[config.mk]
export PLATFORM = sky130hd
export DESIGN_NAME = sync_debounce
export DESIGN_NICKNAME = d
export VERILOG_FILES = /design/src/rtl/sync_pkg.sv /design/src/rtl/sync_debounce_ch.sv /design/src/rtl/sync_debounce.sv
export SDC_FILE = /design/constraint.sdc
export NUM_CORES = 1
export LEC_CHECK = 0
export CORE_AREA = 5 5 42 44
export CTS_BUF_LIST = sky130_fd_sc_hd__clkbuf_4
export CTS_CLUSTER_SIZE = 24
export DETAILED_ROUTE_END_ITERATION = 6
export DIE_AREA = 0 0 47 49
export GPL_ROUTABILITY_DRIVEN = 0
export PLACE_DENSITY = 0.56
export SLEW_MARGIN = 10
export SYNTH_ARGS = -nofsm -noshare
export SYNTH_HDL_FRONTEND = slang
export SYNTH_SLANG_ARGS = --single-unit
[constraint.sdc]
create_clock -name clk -period 2.28 [get_ports clk]
set_input_delay 0.57 -clock clk [delete_from_list [all_inputs] [get_ports clk]]
set_output_delay 0.57 -clock clk [all_outputs]
set_load 0.02 [all_outputs]
[src/rtl/sync_pkg.sv]
// Shared helpers for the input conditioner: constant clog2 and parameter
// bound checks used at elaboration.
package sync_pkg;

    localparam int unsigned MIN_SYNC   = 2;
    localparam int unsigned MIN_FILTER = 1;

    // Smallest r with 2**r >= v; clog2(0) = clog2(1) = 0.
    function automatic int unsigned clog2(input int unsigned v);
        int unsigned r;
        r = 0;
        while ((64'(1) << r) < 64'(v)) begin
            r = r + 1;
        end
        return r;
    endfunction

    // True when the synchronizer depth and filter length are legal.
    function automatic bit params_ok(input int unsigned num_sync,
                                     input int unsigned filter_len);
        return (num_sync >= MIN_SYNC) && (filter_len >= MIN_FILTER);
    endfunction

endpackage

[src/rtl/sync_debounce_ch.sv]
// One conditioner channel: synchronizer chain, stability filter, edge pulses.
// Ports:
//   clk, rst   clock and synchronous active-high reset
//   ena        filter sample strobe
//   d          asynchronous input
//   q          filtered level (reset RST_BIT)
//   rise, fall registered one-cycle pulses coincident with q changes
//   upd_c      combinational next-state pulse (q updates on this edge)
module sync_debounce_ch
    import sync_pkg::*;
#(
    parameter int unsigned NUM_SYNC   = 3,
    parameter int unsigned FILTER_LEN = 4,
    parameter bit          RST_BIT    = 1'b0
) (
    input  logic clk,
    input  logic rst,
    input  logic ena,
    input  logic d,
    output logic q,
    output logic rise,
    output logic fall,
    output logic upd_c
);

    localparam int unsigned    CW   = clog2(FILTER_LEN + 1);
    localparam logic [CW-1:0]  LAST = CW'(FILTER_LEN - 1);

    logic [NUM_SYNC-1:0] s;
    logic [CW-1:0]       cnt;
    logic                s_out;
    logic                differ_c;
    logic                accept_c;

    // Only s[0] may go metastable; later stages see settled values.
    assign s_out    = s[NUM_SYNC-1];
    assign differ_c = (s_out != q);
    assign accept_c = differ_c && ena && (cnt == LAST);
    assign upd_c    = accept_c;

    // Synchronizer runs every cycle; the filter advances only on strobes.
    always_ff @(posedge clk) begin
        if (rst) begin
            s    <= {NUM_SYNC{RST_BIT}};
            cnt  <= '0;
            q    <= RST_BIT;
            rise <= 1'b0;
            fall <= 1'b0;
        end else begin
            s    <= {s[NUM_SYNC-2:0], d};
            rise <= accept_c && s_out;
            fall <= accept_c && !s_out;
            if (!differ_c) begin
                // Any agreeing sample restarts the qualification run.
                cnt <= '0;
            end else if (accept_c) begin
                q   <= s_out;
                cnt <= '0;
            end else if (ena) begin
                cnt <= cnt + CW'(1);
            end
        end
    end

endmodule

[src/rtl/sync_debounce.sv]
// Multi-channel input conditioner: per-channel synchronize, filter and
// edge-detect, plus a registered "any channel changed" flag.
// Ports:
//   clk, rst   clock and synchronous active-high reset
//   ena        filter sample strobe shared by all channels
//   d          asynchronous channel inputs
//   q          filtered levels (reset RST_STATE)
//   rise, fall one-cycle edge pulses per channel
//   changed    OR of all rise|fall, aligned with the pulses
module sync_debounce
    import sync_pkg::*;
#(
    parameter int unsigned              NUM_CH     = 1,
    parameter int unsigned              NUM_SYNC   = 3,
    parameter int unsigned              FILTER_LEN = 4,
    parameter logic [NUM_CH-1:0]        RST_STATE  = '0
) (
    input  logic              clk,
    input  logic              rst,
    input  logic              ena,
    input  logic [NUM_CH-1:0] d,
    output logic [NUM_CH-1:0] q,
    output logic [NUM_CH-1:0] rise,
    output logic [NUM_CH-1:0] fall,
    output logic              changed
);

    if (!params_ok(NUM_SYNC, FILTER_LEN)) begin : g_bad_params
        $error("sync_debounce: NUM_SYNC must be >= 2 and FILTER_LEN >= 1");
    end

    logic [NUM_CH-1:0] upd_c;

    for (genvar i = 0; i < NUM_CH; i++) begin : g_ch
        sync_debounce_ch #(
            .NUM_SYNC   (NUM_SYNC),
            .FILTER_LEN (FILTER_LEN),
            .RST_BIT    (RST_STATE[i])
        ) u_ch (
            .clk   (clk),
            .rst   (rst),
            .ena   (ena),
            .d     (d[i]),
            .q     (q[i]),
            .rise  (rise[i]),
            .fall  (fall[i]),
            .upd_c (upd_c[i])
        );
    end

    // Registered from next-state pulses so it lines up with rise/fall.
    always_ff @(posedge clk) begin
        if (rst) begin
            changed <= 1'b0;
        end else begin
            changed <= |upd_c;
        end
    end

endmodule

# [Word level (Yosys, flattened, before mapping)]
# Index checks and enable logic that the tools add are counted.
[totals] ff_bits=10 wordCells=17
[op_classes] n_addsub=1 n_eq_ne=2 n_bitwise=1 n_reduce_logical=7
[ops] cell="$logic_and A1 B1 Y1" n=4
[ops] cell="$add A3 B1 Y3 const B" n=1
[ops] cell="$eq A3 B2 Y1 const B" n=1
[ops] cell="$reduce_or A3 Y1" n=1
[ops] cell="$reduce_and A2 Y1" n=1
[ops] cell="$logic_not A1 Y1" n=1
[ops] cell="$ne A1 B1 Y1" n=1
[ops] cell="$not A1 Y1" n=1

# [Depth between registers and ports, before layout]
# Gate-level depths: netlist (run 1).
[depth] word_depth=4 mapped_depth=4

# [Hierarchy]
# From an unflattened synthesis (run 1), not the netlist that was laid out.
[unflattened] hier_cells=34 area_unflattened_um2=381.6
[modules_own_cells] module="sync_debounce_ch" n_inst=1 cells_each=32 area_each_um2=347.8
[modules_own_cells] module="sync_debounce" n_inst=1 cells_each=2 area_each_um2=33.8

# [Worst setup path before layout (run 1)]
# No wires, ideal clock.
[synth_timing] path_type="register -> register" startpoint="reg g_ch[0].u_ch.cnt[0]" endpoint="reg g_ch[0].u_ch.cnt[2]" arrival_time_ps=1119 path_slack_ps=1074 stages_incl_launch_ff=5 n_path_buf=0 synth_period_minus_slack_ps=1206 cell_sequence="dfxtp_1 > ha_1 > ha_1 > a21o_1 > nor4b_2"
[synth_between] elab_chain_cells=3
[synth_rtl] item="start, declared" line="sync_debounce_ch.sv:30" source="logic [CW-1:0] cnt;"
[synth_rtl] item="start signal, assigned" line="sync_debounce_ch.sv:60" source="cnt <= cnt + CW'(1);"
[synth_rtl] item="$eq A3 B2 Y1" line="sync_debounce_ch.sv:38" source="assign accept_c = differ_c && ena && (cnt == LAST);"
[synth_rtl] item="$logic_and A1 B1 Y1" line="sync_debounce_ch.sv:38"
[synth_rtl] item="$reduce_or A3 Y1 (no source line)"
# Parallel ways exist; a longest one is shown, timed or not.
# A chain may end at the register's enable or synchronous reset.

# [Final worst setup path (run 1)]
[layout_timing] startpoint="reg g_ch[0].u_ch.q" endpoint="out q"
[layout_rtl] item="start, declared" line="sync_debounce_ch.sv:20" source="output logic q,"
[layout_rtl] item="start signal, assigned" line="sync_debounce_ch.sv:57" source="q <= s_out;"
[layout_rtl] item="end, declared" line="sync_debounce.sv:22" source="output logic [NUM_CH-1:0] q,"
# No word-level cell between the ends.

==> results by group, run 1 <==
Clock network
  • CTS max path bufs: 2
  • Skew-Pair Late Insertion Delay: 0.25 ns
  • Clock root buffer master: clkbuf_4
  • Post_cts resized: 0
  • CTS HTree Levels: 1
  • # hold bufs at CTS: 0
  • CTS Buf Count: 3
  • Post CTS Setup Buffer Count: 0
  • Clk slew on worst S/H paths: 0.06 ns
  • Clock Sink Count: 10
  • CTS tree: done

Logic synthesis
  • Avg Inst Size Synth: 11.0 um2
  • Synth warn: 0
  • Register area share after synthesis: 55.0%
  • Synth cell types: 17
  • Synthesized net count: 39
  • FF+latch count, synth: 10
  • Post-Syn Area: 364 um2
  • Cells after Synth: 33

Floorplanning
  • Die height: 49 um
  • Die width: 47 um
  • Starting density of the core: 26.0%
  • Core ar.: 1400 um2
  • I/O pin total: 8
  • DIE AREA: 2300 um2
  • Row cnt: 14

Finish
  • Fin nets: 50
  • Layout cells sized above 1: 11.9%
  • # diodes: 0
  • Commonest cells after routing, fill and taps aside: dfxtp_1, clkdlybuf4s50_1, nor2b_1, nor3_1, clkbuf_4
  • Cell area after layout: 472 um2
  • Commonest non-fill, non-tap cell in the layout: dfxtp_1
  • FILL cells: 157
  • Area delta synth->final: 29.6%

Drt
  • WL/cell: 8.90 um
  • Vias per cell: 4.48
  • DRC viols: 0
  • Vias: 260
  • DR pass1 iterations: 4
  • Drt first-iter violations: 5
  • Final WL: 516 um
  • Post-detailed-route count of antenna-violating nets: 0

Place
  • Port Buffers: 7
  • Setup WS pre-CTS: 0.559 ns
  • Placed instance area: 449 um2
  • Hpwl dp: 447 um

Global routing
  • Initial antenna violation count: 0
  • Remaining global-route overflow: 0
  • Most Crowded Layer GR: met2
  • GR Util met3: 5.54%
  • Vias in the first global route: 243
  • Met2 usage: 8.60%
  • Total GRT Usage: 5.66%
  • Largest net degree at the start of global routing: 9
  • Global-route wire length before repair: 890 um
  • Met1 Use GR: 4.68%

Worst setup path
  • CP Data Required Time: 1.71 ns
  • Worst setup SP type: flip-flop
  • Slowest cell delay on critical path: 0.62 ns
  • CP Cell Sequence: clkdlybuf4s50_1
  • Crit path DAT: 1.25 ns
  • CP Buf/Inv Count: 1
  • Worst Path Max Fanout: 4
  • Worst R2R Path Depth: 4
  • Crit path depth: 1
  • Slowest-stage cell, CP: clkdlybuf4s50_1
  • Delay-heaviest family, CP: buffers and inverters
  • Endpoint class of the critical path: primary output
  • Crit path kind: flip-flop to primary output

Timing
  • Tcrit/Tclk final: 79.6%
  • Final setup vio count: 0
  • Relative slew slack: 72.0%
  • TNS Setup: 0 ns
  • Max Clock Skew: 0.00347 ns
  • Max frequency: 551 MHz
  • Final Hold Fails: 0
  • Final Max Tran Viols: 0
  • Worst Setup Slack, final: 0.465 ns
  • Worst Tran Pin Value: 0.416 ns
  • RSZ-0062 raised after global routing: no
  • Min Tclk post-route: 1.82 ns

Power and ir drop
  • Leak: 0.000175 uW
  • Maximum vdd drop: 0.337 mV
  • Power per cell area: 643 nW/um2

Min path
  • Worst hold-check path type: flip-flop to flip-flop
  • Worst hold stages: 1

Job
  • Max-cap viol count: 0

Run status
  • Run status: finished, final reports clean
-- cells in the mapped netlist --
cell,instances,area (um2)
nor4_1,1,6.26
nand3_1,1,5.00
xnor2_1,2,17.5
a21o_1,1,7.51
mux2i_1,1,10.0
nor2b_1,3,18.8
dfxtp_1,10,200
nor3_1,3,15.0
nor4b_2,1,15.0
nor2_1,1,3.75
inv_1,1,3.75
a21bo_2,1,10.0
ha_1,2,25.0
buf_2,1,5.00
a21oi_1,1,5.00
nand2_1,2,7.51
nor4b_1,1,8.76
-- final timing paths --
| path | startpoint | end | slack [ns] |
|---|---|---|---|
| setup / recovery | g_ch[0].u_ch.q | q | 0.46 |
| hold / removal | g_ch[0].u_ch.s[1] | g_ch[0].u_ch.s[2] | 0.44 |
| setup reg to reg | g_ch[0].u_ch.cnt[0] | g_ch[0].u_ch.cnt[2] | 1.01 |
| hold reg to reg | g_ch[0].u_ch.s[1] | g_ch[0].u_ch.s[2] | 0.44 |
-- metrics by stage --
stage               utilization, %  hold WS, ns  std cells  total power, uW
global placement              32.1        0.416         55              198
finish                        33.7        0.436         58              303
global route                  33.7        0.466         58              322
detailed placement            32.1        0.429         55              198
floorplan                        -        0.414         33              191
CTS                           33.7        0.443         58              310
-- cells by family (layout without fill, tap and decap cells) --
family                   after synthesis  in the layout  share of synthesized area (%)
AND/OR/NAND/NOR                       13             13                           22.0
flip-flops                            10             10                           55.0
AO/OA/AOI/OAI                          3              3                           6.19
adder cells (fa/ha/maj)                2              2                           6.87
XOR/XNOR                               2              2                           4.81
buffers and inverters                  2             11                           2.40
multiplexers                           1              1                           2.75
-- worst reg2reg max path, stage by stage (launching register included) --
cell	delay, ns
dfxtp_1	0.32
ha_1	0.20
ha_1	0.22
a21o_1	0.22
nor4b_2	0.23
-- sequential cells by signal (all words and copies together) (netlist names) --
register and flops:
g_ch.u_ch.fall 1, g_ch.u_ch.s 3, changed 1, g_ch.u_ch.q 1
g_ch.u_ch.rise 1, g_ch.u_ch.cnt 3
-- where the power goes --
part           internal (uW)  switching [uW]
logic                   8.61            6.98
clock network           60.3            49.3
registers                177           0.935
total                    246            57.2
-- area by class of cell --
| class | instances | area [um2] | area share, % |
|---|---|---|---|
| Sequential cell | 10 | 200 | 42.4 |
| Multi-Input combinational cell | 21 | 155 | 32.9 |
| Timing Repair Buffer | 7 | 70.1 | 14.9 |
| Clock buffer | 3 | 22.5 | 4.77 |
| Tap cell | 16 | 20.0 | 4.24 |
| Inverter | 1 | 3.75 | 0.796 |
-- metal layers --
layer,vias up,part of all wire [%]
li1,131,-
met1,119,36
met4,0,1.6
met2,8,53
met3,2,9.9
met5,-,0
Note: power is estimated with default switching activity, not from simulation.
==> inputs of run 2 (changes only) <==
- clock period: 2.28 -> 1.8 ns (I/O delays scaled with it)
==> run 2 against run 1 <==
Compared with the run above:
- flip-flop and latch count stayed put
- core utilization is 0.80 points higher
- power is 33% higher
- die area stayed put
- register-to-register slack worse by 0.50 ns
- clock skew hardly changed
- sequential power is 26% higher
- wire length is 6.6% higher
- cell count is 3.4% higher
- combinational power is 37% higher
- via count is 5.0% lower
- sequential share of layout area is 0.99 points lower
- critical endpoint unchanged
- largest cell class unchanged
- highest routed layer unchanged
==> results by group, run 2 (synthesis gave the netlist of run 1 again) <==
Worst setup path
  • Setup slack, reg-to-reg: 0.51 ns
  • CP Cell Sequence: clkdlybuf4s50_1
  • Endpoint class of the critical path: primary output
  • Slowest cell delay on critical path: 0.63 ns
  • Capturing point of the worst reg2reg path: g_ch[0].u_ch.cnt[2]
  • Delay-heaviest family, CP: buffers and inverters
  • Worst setup SP type: flip-flop
  • Slowest-stage cell, CP: clkdlybuf4s50_1
  • Crit path kind: flip-flop to primary output
  • Worst Path Max Fanout: 4
  • CP Buf/Inv Count: 1
  • CP Data Required Time: 1.35 ns
  • Worst R2R Path Depth: 4
  • Worst R2R Start: g_ch[0].u_ch.cnt[0]
  • Crit path DAT: 1.27 ns

Timing
  • TNS Setup: 0 ns
  • Relative slew slack: 70.6%
  • Max Clock Skew: 0.00324 ns
  • Max frequency: 580 MHz
  • Final Hold Fails: 0
  • Tcrit/Tclk final: 95.7%
  • Worst Tran Pin Value: 0.439 ns
  • RSZ-0062 raised after global routing: no
  • Min Tclk post-route: 1.72 ns
  • Final Max Tran Viols: 0
  • Final setup vio count: 0

Finish
  • Finished Core Util: 34.5%
  • Commonest cells after routing, fill and taps aside: dfxtp_1, clkdlybuf4s50_1, nor2b_1, nor3_1, clkbuf_4
  • Commonest non-fill, non-tap cell in the layout: dfxtp_1
  • Largest regs: g_ch.u_ch.cnt: 3 flops, g_ch.u_ch.s: 3 flops
  • Fin nets: 51
  • Area delta synth->final: 32.6%
  • FILL cells: 154
  • # diodes: 0
  • Layout cells sized above 1: 13.6%

Place
  • Port Buffers: 7
  • Hpwl dp: 436 um

Floorplanning
  • Die width: 47 um
  • DIE AREA: 2300 um2
  • Die height: 49 um
  • I/O pin total: 8
  • Core ar.: 1400 um2
  • Starting density of the core: 26.0%
  • Row cnt: 14

Global routing
  • Global-route wire length before repair: 1020 um
  • Largest net degree at the start of global routing: 9
  • Vias in the first global route: 248
  • Total GRT Usage: 6.44%
  • Remaining global-route overflow: 0
  • Initial antenna violation count: 0

Power and ir drop
  • Reg power frac: 56.0%
  • Net Switching: 86.3 uW
  • Combinational power share: 5.3%
  • Maximum vdd drop: 0.472 mV
  • Sw Share: 21.4%
  • Leak: 0.000181 uW
  • Clock share of power: 38.7%
  • P_int: 316 uW
  • Power per cell area: 834 nW/um2

Clock network
  • CTS Buf Count: 3
  • Skew-Pair Late Insertion Delay: 0.26 ns
  • Clk slew on worst S/H paths: 0.07 ns
  • CTS HTree Levels: 1
  • Post CTS Setup Buffer Count: 0
  • Post_cts resized: 0
  • Clock root buffer master: clkbuf_4
  • CTS max path bufs: 2
  • # hold bufs at CTS: 0
  • CTS tree: done
  • Clock Sink Count: 10

Min path
  • Hold Crit Start: g_ch[0].u_ch.s[0]
  • Worst hold stages: 1
  • Worst hold-check path type: flip-flop to flip-flop
  • WHS Endpoint: g_ch[0].u_ch.s[1]

Job
  • Max-cap viol count: 0

Drt
  • DRC viols: 0
  • Final WL: 550 um
  • Post-detailed-route count of antenna-violating nets: 0
  • DR pass1 iterations: 2
  • WL/cell: 9.17 um
  • Vias: 247
  • Drt first-iter violations: 3
  • Vias per cell: 4.12

Run status
  • Run status: finished, final reports clean
[run 2: cell count changes in the layout (fill, tap and decap cells not counted)]
cell      before  now
clkinv_1       0    1
buf_4          0    1
[run 2: per-stage QoR]
step	power [uW]	hold WS (ns)	std cells	setup WS [ns]	area, um2
finish	403	0.444	60	0.0770	483
global route	422	0.461	60	0.0177	483
CTS	410	0.444	60	0.0553	483
detailed placement	252	0.428	56	0.202	457
global placement	252	0.418	56	0.209	457
floorplan	241	0.414	33	0.594	364
[run 2: final cells by class]
cell class,instances,area (um2),area share [%]
Clock buffer,3,22.5,4.66
Clock inverter,1,3.75,0.777
Inverter,1,3.75,0.777
Multi-Input combinational cell,21,155,32.1
Sequential cell,10,200,41.5
Tap cell,16,20.0,4.15
Timing Repair Buffer,8,77.6,16.1
[run 2: routing by layer]
metal	track usage (%)	up-vias	part of all wire, %	wire, um
li1	-	136	-	-
met4	5.53	0	1.5	8
met1	7.57	105	46	255
met5	0	-	0	0
met2	8.14	4	46	254
met3	3.32	2	6.0	33
[run 2: power groups by stage]
stage | Clock [uW] | Sequential, uW | Combinational (uW)
detailed placement | 0 | 230 | 21.6
global placement | 0 | 230 | 21.6
CTS | 163 | 225 | 21.6
global route | 173 | 225 | 23.9
floorplan | 0 | 230 | 11.2
finish | 156 | 225 | 21.4
[run 2: worst max-delay path by stage]
| stage | start | to | depth (start not counted) |
|---|---|---|---|
| after floorplan | g_ch[0].u_ch.cnt[0] | g_ch[0].u_ch.cnt[2] | 4 |
| after global placement | ena | g_ch[0].u_ch.fall | 3 |
| after detailed placement | ena | g_ch[0].u_ch.rise | 3 |
| after CTS | g_ch[0].u_ch.q | q | 1 |
| after global routing | g_ch[0].u_ch.q | q | 1 |
| final | g_ch[0].u_ch.q | q | 1 |
==> inputs of run 3 (changes only) <==
--- a/constraint.sdc
+++ b/constraint.sdc
@@ -3,2 +3,2 @@
 set_output_delay 0.45 -clock clk [all_outputs]
-set_load 0.02 [all_outputs]
+set_load 0.1 [all_outputs]
==> run 3 against run 2 <==
Compared with the run above:
- sequential power about the same
- largest cell class unchanged
- via count up 2.8%
- highest routed layer unchanged
- flip-flop and latch count unchanged
- setup slack better by 0.38 ns
- cell area up 6.7%
==> results by group, run 3 (synthesis gave the netlist of run 1 again) <==
Worst setup path
  • Capturing point of the worst reg2reg path: g_ch[0].u_ch.cnt[2]
  • Setup slack, reg-to-reg: 0.53 ns
  • Worst setup SP type: flip-flop
  • CP Buf/Inv Count: 1
  • Slowest-stage cell, CP: dfxtp_1
  • Delay-heaviest family, CP: flip-flops
  • Slowest cell delay on critical path: 0.43 ns
  • CP Data Required Time: 1.35 ns
  • Worst R2R Start: g_ch[0].u_ch.cnt[0]
  • CP Cell Sequence: buf_12
  • Worst Path Max Fanout: 4
  • Endpoint class of the critical path: primary output
  • Crit path DAT: 0.89 ns
  • Worst R2R Path Depth: 4
  • Crit path kind: flip-flop to primary output

Finish
  • Commonest cells after routing, fill and taps aside: dfxtp_1, buf_12
  • Largest regs: g_ch.u_ch.cnt: 3 flops, g_ch.u_ch.s: 3 flops
  • Commonest non-fill, non-tap cell in the layout: dfxtp_1
  • Cell area after layout: 515 um2
  • # diodes: 0
  • Layout cells sized above 1: 20.9%
  • Area delta synth->final: 41.6%
  • Fin nets: 50

Timing
  • Worst hold slack: 0.438 ns
  • Min Tclk post-route: 1.34 ns
  • Tcrit/Tclk final: 74.6%
  • Final Max Tran Viols: 0
  • Max frequency: 744 MHz
  • Max Clock Skew: 0.000805 ns
  • TNS Setup: 0 ns
  • Final setup vio count: 0
  • Relative slew slack: 69.9%
  • Final Hold Fails: 0
  • Worst Setup Slack, final: 0.456 ns
  • Worst Tran Pin Value: 0.449 ns
  • RSZ-0062 raised after global routing: no

Clock network
  • Post CTS Setup Buffer Count: 0
  • CTS max path bufs: 2
  • Clock Sink Count: 10
  • # hold bufs at CTS: 0
  • Clk slew on worst S/H paths: 0.07 ns
  • Skew-Pair Late Insertion Delay: 0.25 ns
  • CTS tree: done
  • Post_cts resized: 0
  • CTS Buf Count: 3
  • CTS HTree Levels: 1
  • Clock root buffer master: clkbuf_4

Power and ir drop
  • Reg power frac: 56.6%
  • Sw Share: 20.9%
  • Combinational power share: 5.0%
  • Clock share of power: 38.4%
  • Net Switching: 83.4 uW
  • Maximum vdd drop: 0.461 mV
  • P_int: 315 uW
  • Power per cell area: 772 nW/um2
  • Leak: 0.000195 uW

Floorplanning
  • I/O pin total: 8
  • Row cnt: 14
  • Die height: 49 um
  • Starting density of the core: 26.0%
  • DIE AREA: 2300 um2
  • Die width: 47 um
  • Core ar.: 1400 um2

Global routing
  • Remaining global-route overflow: 0
  • Vias in the first global route: 236
  • Initial antenna violation count: 0
  • Global-route wire length before repair: 938 um
  • Largest net degree at the start of global routing: 9
  • Total GRT Usage: 5.58%

Drt
  • Vias: 254
  • WL/cell: 9.02 um
  • Vias per cell: 4.31
  • Final WL: 532 um
  • Post-detailed-route count of antenna-violating nets: 0
  • DR pass1 iterations: 3
  • DRC viols: 0
  • Drt first-iter violations: 2

Place
  • Placed instance area: 489 um2
  • Hpwl dp: 424 um
  • Setup WS pre-CTS: 0.194 ns
  • Port Buffers: 7

Job
  • Max-cap viol count: 0

Min path
  • Worst hold stages: 1
  • Hold Crit Start: g_ch[0].u_ch.s[1]
  • Worst hold-check path type: flip-flop to flip-flop
  • WHS Endpoint: g_ch[0].u_ch.s[2]

Run status
  • Run status: finished, final reports clean
run 3: cell types whose count changed in the layout (fill, tap and decap cells not counted):
| cell | previous run | this run |
|---|---|---|
| clkdlybuf4s50_1 | 7 | 3 |
| buf_12 | 0 | 4 |
| buf_4 | 1 | 0 |
run 3: power groups by stage:
stage / combinational (uW) / clock, uW / sequential (uW)
5_1_grt: 22.0 / 168 / 226
3_5_place_dp: 19.9 / 0 / 230
6_report: 19.9 / 153 / 225
3_3_place_gp: 20.0 / 0 / 230
4_1_cts: 20.0 / 158 / 225
2_1_floorplan: 11.2 / 0 / 230
run 3: worst max-delay path by stage:
stage                    from                   to  cells after the start
6_report       g_ch[0].u_ch.q                    q                      1
5_1_grt                   ena    g_ch[0].u_ch.fall                      3
4_1_cts        g_ch[0].u_ch.q                    q                      1
3_5_place_dp              ena    g_ch[0].u_ch.fall                      3
3_3_place_gp              ena    g_ch[0].u_ch.fall                      3
2_1_floorplan  g_ch[0].u_ch.q  g_ch[0].u_ch.cnt[2]                      2
run 3: cell type report:
| type | instances | area (um2) |
|---|---|---|
| Fill cell | 141 | 886 |
| Clock buffer | 3 | 22.5 |
| Clock inverter | 1 | 3.75 |
| Tap cell | 16 | 20.0 |
| Timing Repair Buffer | 7 | 110 |
| Inverter | 1 | 3.75 |
| Multi-Input combinational cell | 21 | 155 |
| Sequential cell | 10 | 200 |
run 3: stage by stage:
stage / instances / total power (uW) / util [%]
after CTS: 59 / 404 / 36.8
after global placement: 55 / 250 / 34.9
final: 59 / 398 / 36.8
after floorplan: 33 / 241 / -
after detailed placement: 55 / 250 / 34.9
after global routing: 59 / 416 / 36.8
run 3: routing by layer:
layer / vias to the layer above / GRT usage [%] / share of wire (%)
met5: - / 0 / 0
met1: 113 / 7.11 / 45
met2: 4 / 7.92 / 47
li1: 135 / - / -
met3: 2 / 2.21 / 6.2
met4: 0 / 2.76 / 1.5
run 3: worst register-to-register path, delay by kind of cell (launching register included):
kind,cells,cell delay (ns)
compound gates,1,0.22
flops,1,0.32
fa+ha+maj,2,0.42
simple gates,1,0.23
